$ cat src/rtl/quiz_round_controller_if.sv
// Host/buzzer-side signal bundle for the quiz round controller.
// The master side is the host and buzzer stage; the slave side is the controller.
interface quiz_round_controller_if #(
    parameter int unsigned SCORE_W = 4
);
    logic               arm;
    logic               buzz_a;
    logic               buzz_b;
    logic               tick;
    logic               correct;
    logic               wrong;
    logic               clr_score;
    logic               buzz_en;
    logic               lamp_a;
    logic               lamp_b;
    logic [3:0]         time_left;
    logic [SCORE_W-1:0] score_a;
    logic [SCORE_W-1:0] score_b;
    logic               timeout;

    modport master (
        output arm, buzz_a, buzz_b, tick, correct, wrong, clr_score,
        input  buzz_en, lamp_a, lamp_b, time_left, score_a, score_b, timeout
    );

    modport slave (
        input  arm, buzz_a, buzz_b, tick, correct, wrong, clr_score,
        output buzz_en, lamp_a, lamp_b, time_left, score_a, score_b, timeout
    );
endinterface

$ cat src/rtl/quiz_round_controller.sv
// Quiz round controller: arms the buzzer stage, latches the first valid buzz,
// runs the timed answer window, applies the host judgement, keeps scores and
// offers a rebound to the other player after a wrong answer or timeout.
module quiz_round_controller #(
    parameter int unsigned ANSWER_SECS = 5,
    parameter int unsigned SCORE_W     = 4
) (
    input  logic clk,
    input  logic rst,
    quiz_round_controller_if.slave bus
);
    typedef enum logic [1:0] {IDLE, ARMED, ANSWER_A, ANSWER_B} state_t;

    localparam logic [3:0]         WINDOW    = 4'(ANSWER_SECS);
    localparam logic [SCORE_W-1:0] SCORE_MAX = '1;
    localparam logic [SCORE_W-1:0] SCORE_ONE = SCORE_W'(1);

    state_t             state, state_nx;
    logic               lock_a, lock_b, lock_a_nx, lock_b_nx;
    logic [3:0]         time_left, time_left_nx;
    logic [SCORE_W-1:0] score_a, score_b, score_a_nx, score_b_nx;
    logic               timeout_nx, timeout_q;
    logic               buzz_en_q, lamp_a_q, lamp_b_q;
    logic               fire_a, fire_b;

    // State, lockouts, counters and registered outputs advance together.
    always_ff @(posedge clk) begin
        if (rst) begin
            state     <= IDLE;
            lock_a    <= 1'b0;
            lock_b    <= 1'b0;
            time_left <= '0;
            score_a   <= '0;
            score_b   <= '0;
            timeout_q <= 1'b0;
            buzz_en_q <= 1'b0;
            lamp_a_q  <= 1'b0;
            lamp_b_q  <= 1'b0;
        end else begin
            state     <= state_nx;
            lock_a    <= lock_a_nx;
            lock_b    <= lock_b_nx;
            time_left <= time_left_nx;
            score_a   <= score_a_nx;
            score_b   <= score_b_nx;
            timeout_q <= timeout_nx;
            buzz_en_q <= (state_nx == ARMED);
            lamp_a_q  <= (state_nx == ANSWER_A);
            lamp_b_q  <= (state_nx == ANSWER_B);
        end
    end

    // Next-state, lockout, window and score logic with judgement priority correct > wrong > tick.
    always_comb begin
        state_nx     = state;
        lock_a_nx    = lock_a;
        lock_b_nx    = lock_b;
        time_left_nx = time_left;
        score_a_nx   = score_a;
        score_b_nx   = score_b;
        timeout_nx   = 1'b0;
        // A locked player's buzz is masked before the tie check.
        fire_a       = bus.buzz_a & ~lock_a;
        fire_b       = bus.buzz_b & ~lock_b;

        case (state)
            IDLE: begin
                lock_a_nx = 1'b0;
                lock_b_nx = 1'b0;
                if (bus.arm) state_nx = ARMED;
            end
            ARMED: begin
                if (fire_a && !fire_b) begin
                    state_nx     = ANSWER_A;
                    time_left_nx = WINDOW;
                end else if (fire_b && !fire_a) begin
                    state_nx     = ANSWER_B;
                    time_left_nx = WINDOW;
                end
            end
            ANSWER_A, ANSWER_B: begin
                // Leaving the window by any path closes it, so time_left reads 0 afterwards.
                if (bus.correct) begin
                    if (state == ANSWER_A) begin
                        if (score_a != SCORE_MAX) score_a_nx = score_a + SCORE_ONE;
                    end else begin
                        if (score_b != SCORE_MAX) score_b_nx = score_b + SCORE_ONE;
                    end
                    state_nx     = IDLE;
                    time_left_nx = '0;
                end else if (bus.wrong || (bus.tick && time_left == 4'd1)) begin
                    timeout_nx = ~bus.wrong;
                    if (state == ANSWER_A) begin
                        lock_a_nx = 1'b1;
                        state_nx  = lock_b ? IDLE : ARMED;
                    end else begin
                        lock_b_nx = 1'b1;
                        state_nx  = lock_a ? IDLE : ARMED;
                    end
                    time_left_nx = '0;
                end else if (bus.tick) begin
                    time_left_nx = time_left - 4'd1;
                end
            end
            default: state_nx = IDLE;
        endcase

        if (bus.clr_score) begin
            score_a_nx = '0;
            score_b_nx = '0;
        end
    end

    assign bus.buzz_en   = buzz_en_q;
    assign bus.lamp_a    = lamp_a_q;
    assign bus.lamp_b    = lamp_b_q;
    assign bus.time_left = time_left;
    assign bus.score_a   = score_a;
    assign bus.score_b   = score_b;
    assign bus.timeout   = timeout_q;
endmodule
$ cat src/flat_wrapper.sv
// flat-port wrapper written by rule: the top's interface ports become plain ports
module quiz_round_controller_flat 
#(
    parameter int unsigned ANSWER_SECS = 5,
    parameter int unsigned SCORE_W     = 4
)
  (clk, rst, bus_arm, bus_buzz_a, bus_buzz_b, bus_tick, bus_correct, bus_wrong, bus_clr_score, bus_buzz_en, bus_lamp_a, bus_lamp_b, bus_time_left, bus_score_a, bus_score_b, bus_timeout);
  quiz_round_controller_if #(.SCORE_W(SCORE_W)) bus_i ();
  input  logic clk;
  input  logic rst;
  input wire logic [$bits(bus_i.arm)-1:0] bus_arm;
  input wire logic [$bits(bus_i.buzz_a)-1:0] bus_buzz_a;
  input wire logic [$bits(bus_i.buzz_b)-1:0] bus_buzz_b;
  input wire logic [$bits(bus_i.tick)-1:0] bus_tick;
  input wire logic [$bits(bus_i.correct)-1:0] bus_correct;
  input wire logic [$bits(bus_i.wrong)-1:0] bus_wrong;
  input wire logic [$bits(bus_i.clr_score)-1:0] bus_clr_score;
  output wire logic [$bits(bus_i.buzz_en)-1:0] bus_buzz_en;
  output wire logic [$bits(bus_i.lamp_a)-1:0] bus_lamp_a;
  output wire logic [$bits(bus_i.lamp_b)-1:0] bus_lamp_b;
  output wire logic [$bits(bus_i.time_left)-1:0] bus_time_left;
  output wire logic [$bits(bus_i.score_a)-1:0] bus_score_a;
  output wire logic [$bits(bus_i.score_b)-1:0] bus_score_b;
  output wire logic [$bits(bus_i.timeout)-1:0] bus_timeout;
  assign bus_i.arm = bus_arm;
  assign bus_i.buzz_a = bus_buzz_a;
  assign bus_i.buzz_b = bus_buzz_b;
  assign bus_i.tick = bus_tick;
  assign bus_i.correct = bus_correct;
  assign bus_i.wrong = bus_wrong;
  assign bus_i.clr_score = bus_clr_score;
  assign bus_buzz_en = bus_i.buzz_en;
  assign bus_lamp_a = bus_i.lamp_a;
  assign bus_lamp_b = bus_i.lamp_b;
  assign bus_time_left = bus_i.time_left;
  assign bus_score_a = bus_i.score_a;
  assign bus_score_b = bus_i.score_b;
  assign bus_timeout = bus_i.timeout;
  quiz_round_controller #(.ANSWER_SECS(ANSWER_SECS), .SCORE_W(SCORE_W)) u_core (.clk(clk), .rst(rst), .bus(bus_i));
endmodule
$ cat config.mk
export PLATFORM = sky130hd
export DESIGN_NAME = quiz_round_controller_flat
export DESIGN_NICKNAME = d
export VERILOG_FILES = /design/src/rtl/quiz_round_controller_if.sv /design/src/rtl/quiz_round_controller.sv /design/src/flat_wrapper.sv
export SDC_FILE = /design/constraint.sdc
export NUM_CORES = 1
export LEC_CHECK = 0
export ABC_AREA = 0
export CAP_MARGIN = 10
export CELL_PAD_IN_SITES_DETAIL_PLACEMENT = 0
export CELL_PAD_IN_SITES_GLOBAL_PLACEMENT = 1
export CORE_UTILIZATION = 38
export CTS_CLUSTER_SIZE = 40
export DETAILED_ROUTE_END_ITERATION = 8
export PLACE_DENSITY = 0.88
export SYNTH_ARGS = -nofsm -noshare
export SYNTH_HDL_FRONTEND = slang
export SYNTH_SLANG_ARGS = --single-unit
$ cat constraint.sdc
create_clock -name clk -period 2.5 [get_ports clk]
set_input_delay 0.5 -clock clk [delete_from_list [all_inputs] [get_ports clk]]
set_output_delay 0.5 -clock clk [all_outputs]
set_load 0.05 [all_outputs]
=== Word level (Yosys, flattened, before mapping) ===
Index checks and enable logic that the tools add are counted.

* Memory bits (writable): 0
* Bits in read-only memories: 0
* Bits of input ports: 9
* Memories kept: 0
* Output and inout bits: 16
* Word-level logic and storage cells: 76
* Bits in latches: 0
* Register bits after elaboration: 20

* Equal/unequal tests: 15
* Divide/modulo/power cells: 0
* Muxes and demuxes: 23
* Magnitude comparators: 0
* $add $sub $neg: 3
* $mul: 0
* Bitwise gates (word level): 8
* Shifts and indexed selects: 0
* Reduce and logical (&&, ||, !) cells: 17

{| class="wikitable"
|+ Operators with widths
! kind !! count
|-
| $mux 4 || 5
|-
| $reduce_and 4->1 || 4
|-
| $mux 2 || 6
|-
| $add 4x1->4 const B || 2
|-
| $eq 2x2->1 const B || 4
|-
| $mux 1 || 8
|-
| $ne 4x4->1 const B || 2
|-
| $pmux 4 s2 || 1
|-
| $not 1->1 || 6
|-
| $pmux 2 s3 || 1
|-
| $eq 2x1->1 const B || 2
|-
| $eq 4x1->1 const B || 1
|-
| $ne 2x1->1 const B || 2
|-
| $ne 2x2->1 const B || 2
|-
| $ne 4x3->1 const B || 1
|-
| $pmux 1 s2 || 2
|-
| $reduce_bool 2->1 || 2
|-
| $reduce_or 2->1 || 2
|-
| $reduce_or 4->1 || 1
|-
| $sub 4x1->4 const B || 1
|-
| $logic_and 1x1->1 || 3
|-
| $ne 3x1->1 const B || 1
|-
| $reduce_and 3->1 || 1
|-
| $and 1x1->1 || 2
|-
| other kinds (3) || 4
|}

=== Logic depth before layout (Yosys ltp) ===
* Word-level depth: 8
* Depth in mapped cells: 7
* Gate-level depth less buffers: 7

=== Worst setup path after synthesis ===
OpenSTA, ideal clock, no wires.

* Path type: flip-flop to flip-flop
* Start: register u_core.time_left[1] (netlist: u_core.bus.time_left[1])
* End: register u_core.time_left[3] (netlist: u_core.bus.time_left[3])
* Required time: 2.429 ns
* Clock period less this slack: 2.022 ns
* Buffers on the path: 0
* Setup time: 0.071 ns
* Data arrival time: 1.952 ns
* Slack: 0.478 ns
* Stages on the path, launching flop included: 7
* Cells stage by stage: dfxtp_1 > inv_1 > ha_1 > nor4bb_4 > nand3b_4 > or4b_1 > a21oi_1

* Longest elaborated chain between the ends: 6
* Elaborated cells on any way between the ends: 10
* Those cells by class: add/sub (1); eq/ne (2); mux (4); reduce/logical (3)

{| class="wikitable"
|+ Ends and longest elaborated chain
! element !! line !! source
|-
| start: declaration || quiz_round_controller.sv:20 || <nowiki>logic [3:0] time_left, time_left_nx;</nowiki>
|-
| start signal: assignment || quiz_round_controller.sv:43 || <nowiki>time_left <= time_left_nx;</nowiki>
|-
| branches (longest 6 deep; another with $sub 4x1->4) || -- ||
|}

Several ways; the timed one is not identified. The select of a mux whose other input is x is not followed.
A chain may end at the register's enable or synchronous reset.

=== Worst setup path after layout ===
* Start: register u_core.time_left[2] (netlist: u_core.bus.time_left[2])
* End: output bus_time_left[2]

{| class="wikitable"
|+ RTL lines
! element !! line !! source
|-
| end: declaration || flat_wrapper.sv:21 || <nowiki>output wire logic [$bits(bus_i.time_left)-1:0] bus_time_left;</nowiki>
|}

No word-level cell between the ends.

==> flow_summary.ini <==
[power]
clkPwrFrac = 0.237
p_comb_frac = 0.199
ir_worst_vdd_v = 0.000495
leakagePower_nw = 0.507
swShare = 0.283
p_per_area_nw_per_um2 = 475
p_seq_frac = 0.564
internal_power_mw = 0.437
p_sw_mw = 0.172

[clocking]
htree_levels = 1
cts.sinks = 20
cts_tree = done
cts_resized = 0
cts.path.max_buffers = 2
clk_latency_ns = 0.29
root_buffer = clkbuf_4
cts_setup_buffers = 0
cts_made_buffers = 3
holdBufCountCts = 0
clk_pin_slew_ns = 0.10

[synth]
ys_warn_count = 0
synth.top_cell.area_share = 0.403
synth_edf_count = 0
seq_area_frac_synth = 0.403
ys_seq_elements = 20
async_flop_share = 0
yosysMostFrequentCell = dfxtp_1
ys_top_cells_by_area = dfxtp_1 40%, nor2_1 6.4%, ha_1 5.0%, a21oi_1 3.5%, mux2i_1 3.0%
synth_area_sq_um = 993
syn_nets = 124
post_synth.cell_area_avg_sq_um = 8.95
ys.flop_type = dfxtp_1
syn_inst = 111
synth_cell_types = 37
yosys.area.top_type = dfxtp_1
yosys-top-cells-count = 20 x dfxtp_1, 17 x nor2_1, 7 x a21oi_1

[routing]
dr.pass1.iters = 6
wl_met3_microns = 83
wirelength_mm = 1.94
routed.top_layer = met3
drc = 0
ant_nets = 0
wire_per_inst_microns = 11.7
vias = 850
drt_iter0_drc = 19
wl_met1_microns = 983
via_per_inst = 5.15
wl_met2_microns = 870

[sta]
fin_ws_ns = 0.399
setup_viol = 0
maxSlewHeadroom = 0.605
setup_tns_ns = 0
skew_ns = 0.000953
fin_crit_sh = 0.841
hold_viol_final = 0
fmax_mhz = 476
tightestPinTransition_ns = 0.592
drv_slew = 0
whs_ns = 0.522
period_needed_ns = 2.10
rsz0062_at_grt = false

[min_path]
worstHoldPathType = flip-flop to flip-flop
min_from = u_core.lock_b
holdPathEnd = u_core.lock_b
worstHoldPathCells = 2

[critical_path]
r2r_start = u_core.bus.time_left[1]
path_cells = clkdlybuf4s50_1
cpPeakStageDelay_ns = 0.85
crit_slowest_cell = clkdlybuf4s50_1
worstSetupEndpointType = output pin
path_buf_inv = 1
rrSetupSlack_ns = 0.75
worstPathMaxFanout = 5
start_kind = flip-flop
crit_type = flip-flop to output pin
crit_cells = 1
arrival_ns = 1.60
required_ns = 2.00
reg2reg_depth = 6
cpLargestDelayFamily = buffers and inverters
reg2reg_to = u_core.bus.time_left[3]

[die]
dieArea_sq_um = 2820
num_rows = 18
die_h_microns = 53.1
ios = 25
die_w_microns = 53.1
start_util = 0.401
core_sq_um = 2480

[run_status]
status = completed

[flow_run]
drv_cap = 0

[layout]
fin_nets = 150
seq_area_sq_um = 400
antenna_cells = 0
syn_to_final_growth_pct = 29.1
multi_input_area_sq_um = 559
drive_above_1_share = 0.0963
fillers = 238

[place]
detailed_place_hpwl_mm = 1.50
place_ws_ns = 0.323
port_buffers = 24
routabilityCongestion = 0.749

[grt]
grt_max_degree = 17
grt_pass1_wl_mm = 3.00
grt_pass1_vias = 711
grt.total_usage = 0.143
grt_overflow = 0
antenna_found_initial = 0
[power by group through the flow]
stage	Clock, mW	Combinational (mW)	Sequential, mW
after detailed placement	0	0.121	0.351
after floorplan	0	0.0607	0.370
final	0.144	0.121	0.344
after CTS	0.152	0.121	0.343
after global routing	0.165	0.132	0.345
after global placement	0	0.120	0.350
[area by class of cell]
cell class,count,share of cell area
Sequential cell,20,0.312
Timing Repair Buffer,24,0.187
Clock buffer,3,0.0176
Inverter,6,0.0176
Tap cell,30,0.0293
Multi-Input combinational cell,82,0.436
[worst max-delay path by stage]
stage          slack (ns)                      end                    start
2_1_floorplan        0.48  u_core.bus.time_left[3]  u_core.bus.time_left[1]
3_3_place_gp         0.37  u_core.bus.time_left[3]               bus_buzz_a
3_5_place_dp         0.32  u_core.bus.time_left[3]              bus_correct
4_1_cts              0.39         bus_time_left[2]  u_core.bus.time_left[2]
5_1_grt              0.35         bus_time_left[2]  u_core.bus.time_left[2]
6_report             0.40         bus_time_left[2]  u_core.bus.time_left[2]
[through the flow]
step	power, mW	area, sq um	utilization	instances
after global placement	0.470	1260	0.509	162
after CTS	0.617	1280	0.518	165
after detailed placement	0.472	1260	0.509	162
final	0.609	1280	0.518	165
after global routing	0.642	1280	0.518	165
after floorplan	0.431	993	-	111
[kinds of logic (layout without fill, tap and decap cells)]
group / count (synthesis) / after routing / synth area share
xor gates and xnor gates: 6 / 6 / 0.0605
AOI/OAI and AO/OA: 22 / 22 / 0.142
adders and majority gates: 4 / 4 / 0.0504
muxes: 3 / 3 / 0.0302
DFF: 20 / 20 / 0.403
buffers and inverters: 9 / 33 / 0.0340
and+or+nand+nor: 47 / 47 / 0.280
[flip-flops by register name, summed over array words and instances, names as in the netlist]
name / cells
u_core.bus.time_left: 4
u_core.state: 2
u_core.lock_a: 1
u_core.lock_b: 1
u_core.bus.lamp_b: 1
u_core.bus.timeout: 1
u_core.bus.lamp_a: 1
u_core.bus.score_b: 4
u_core.bus.buzz_en: 1
u_core.bus.score_a: 4
[cells in the final DEF, fill, tap and decap left out, types with 4 or more instances in the layout]
cell type        Yosys  routed
a21oi_1              7       7
clkdlybuf4s50_1      0      24
dfxtp_1             20      20
ha_1                 4       4
inv_1                5       5
nand2_1              6       6
nand3_1              6       6
nor2_1              17      17
o21ai_0              6       6
[worst reg2reg max path, delay by kind of cell (launching register included)]
kind / cells / cell delay (ns)
adder cells (fa/ha/maj): 1 / 0.18
flip-flops: 1 / 0.39
AO/OA/AOI/OAI: 1 / 0.15
buffers and inverters: 1 / 0.08
AND/OR/NAND/NOR: 3 / 0.89
[routing by layer]
layer,vias up,track usage
met5,-,0
li1,434,-
met2,22,0.222
met4,0,0.0132
met1,394,0.195
met3,0,0.0517
Power figures use the tool's default switching activity.
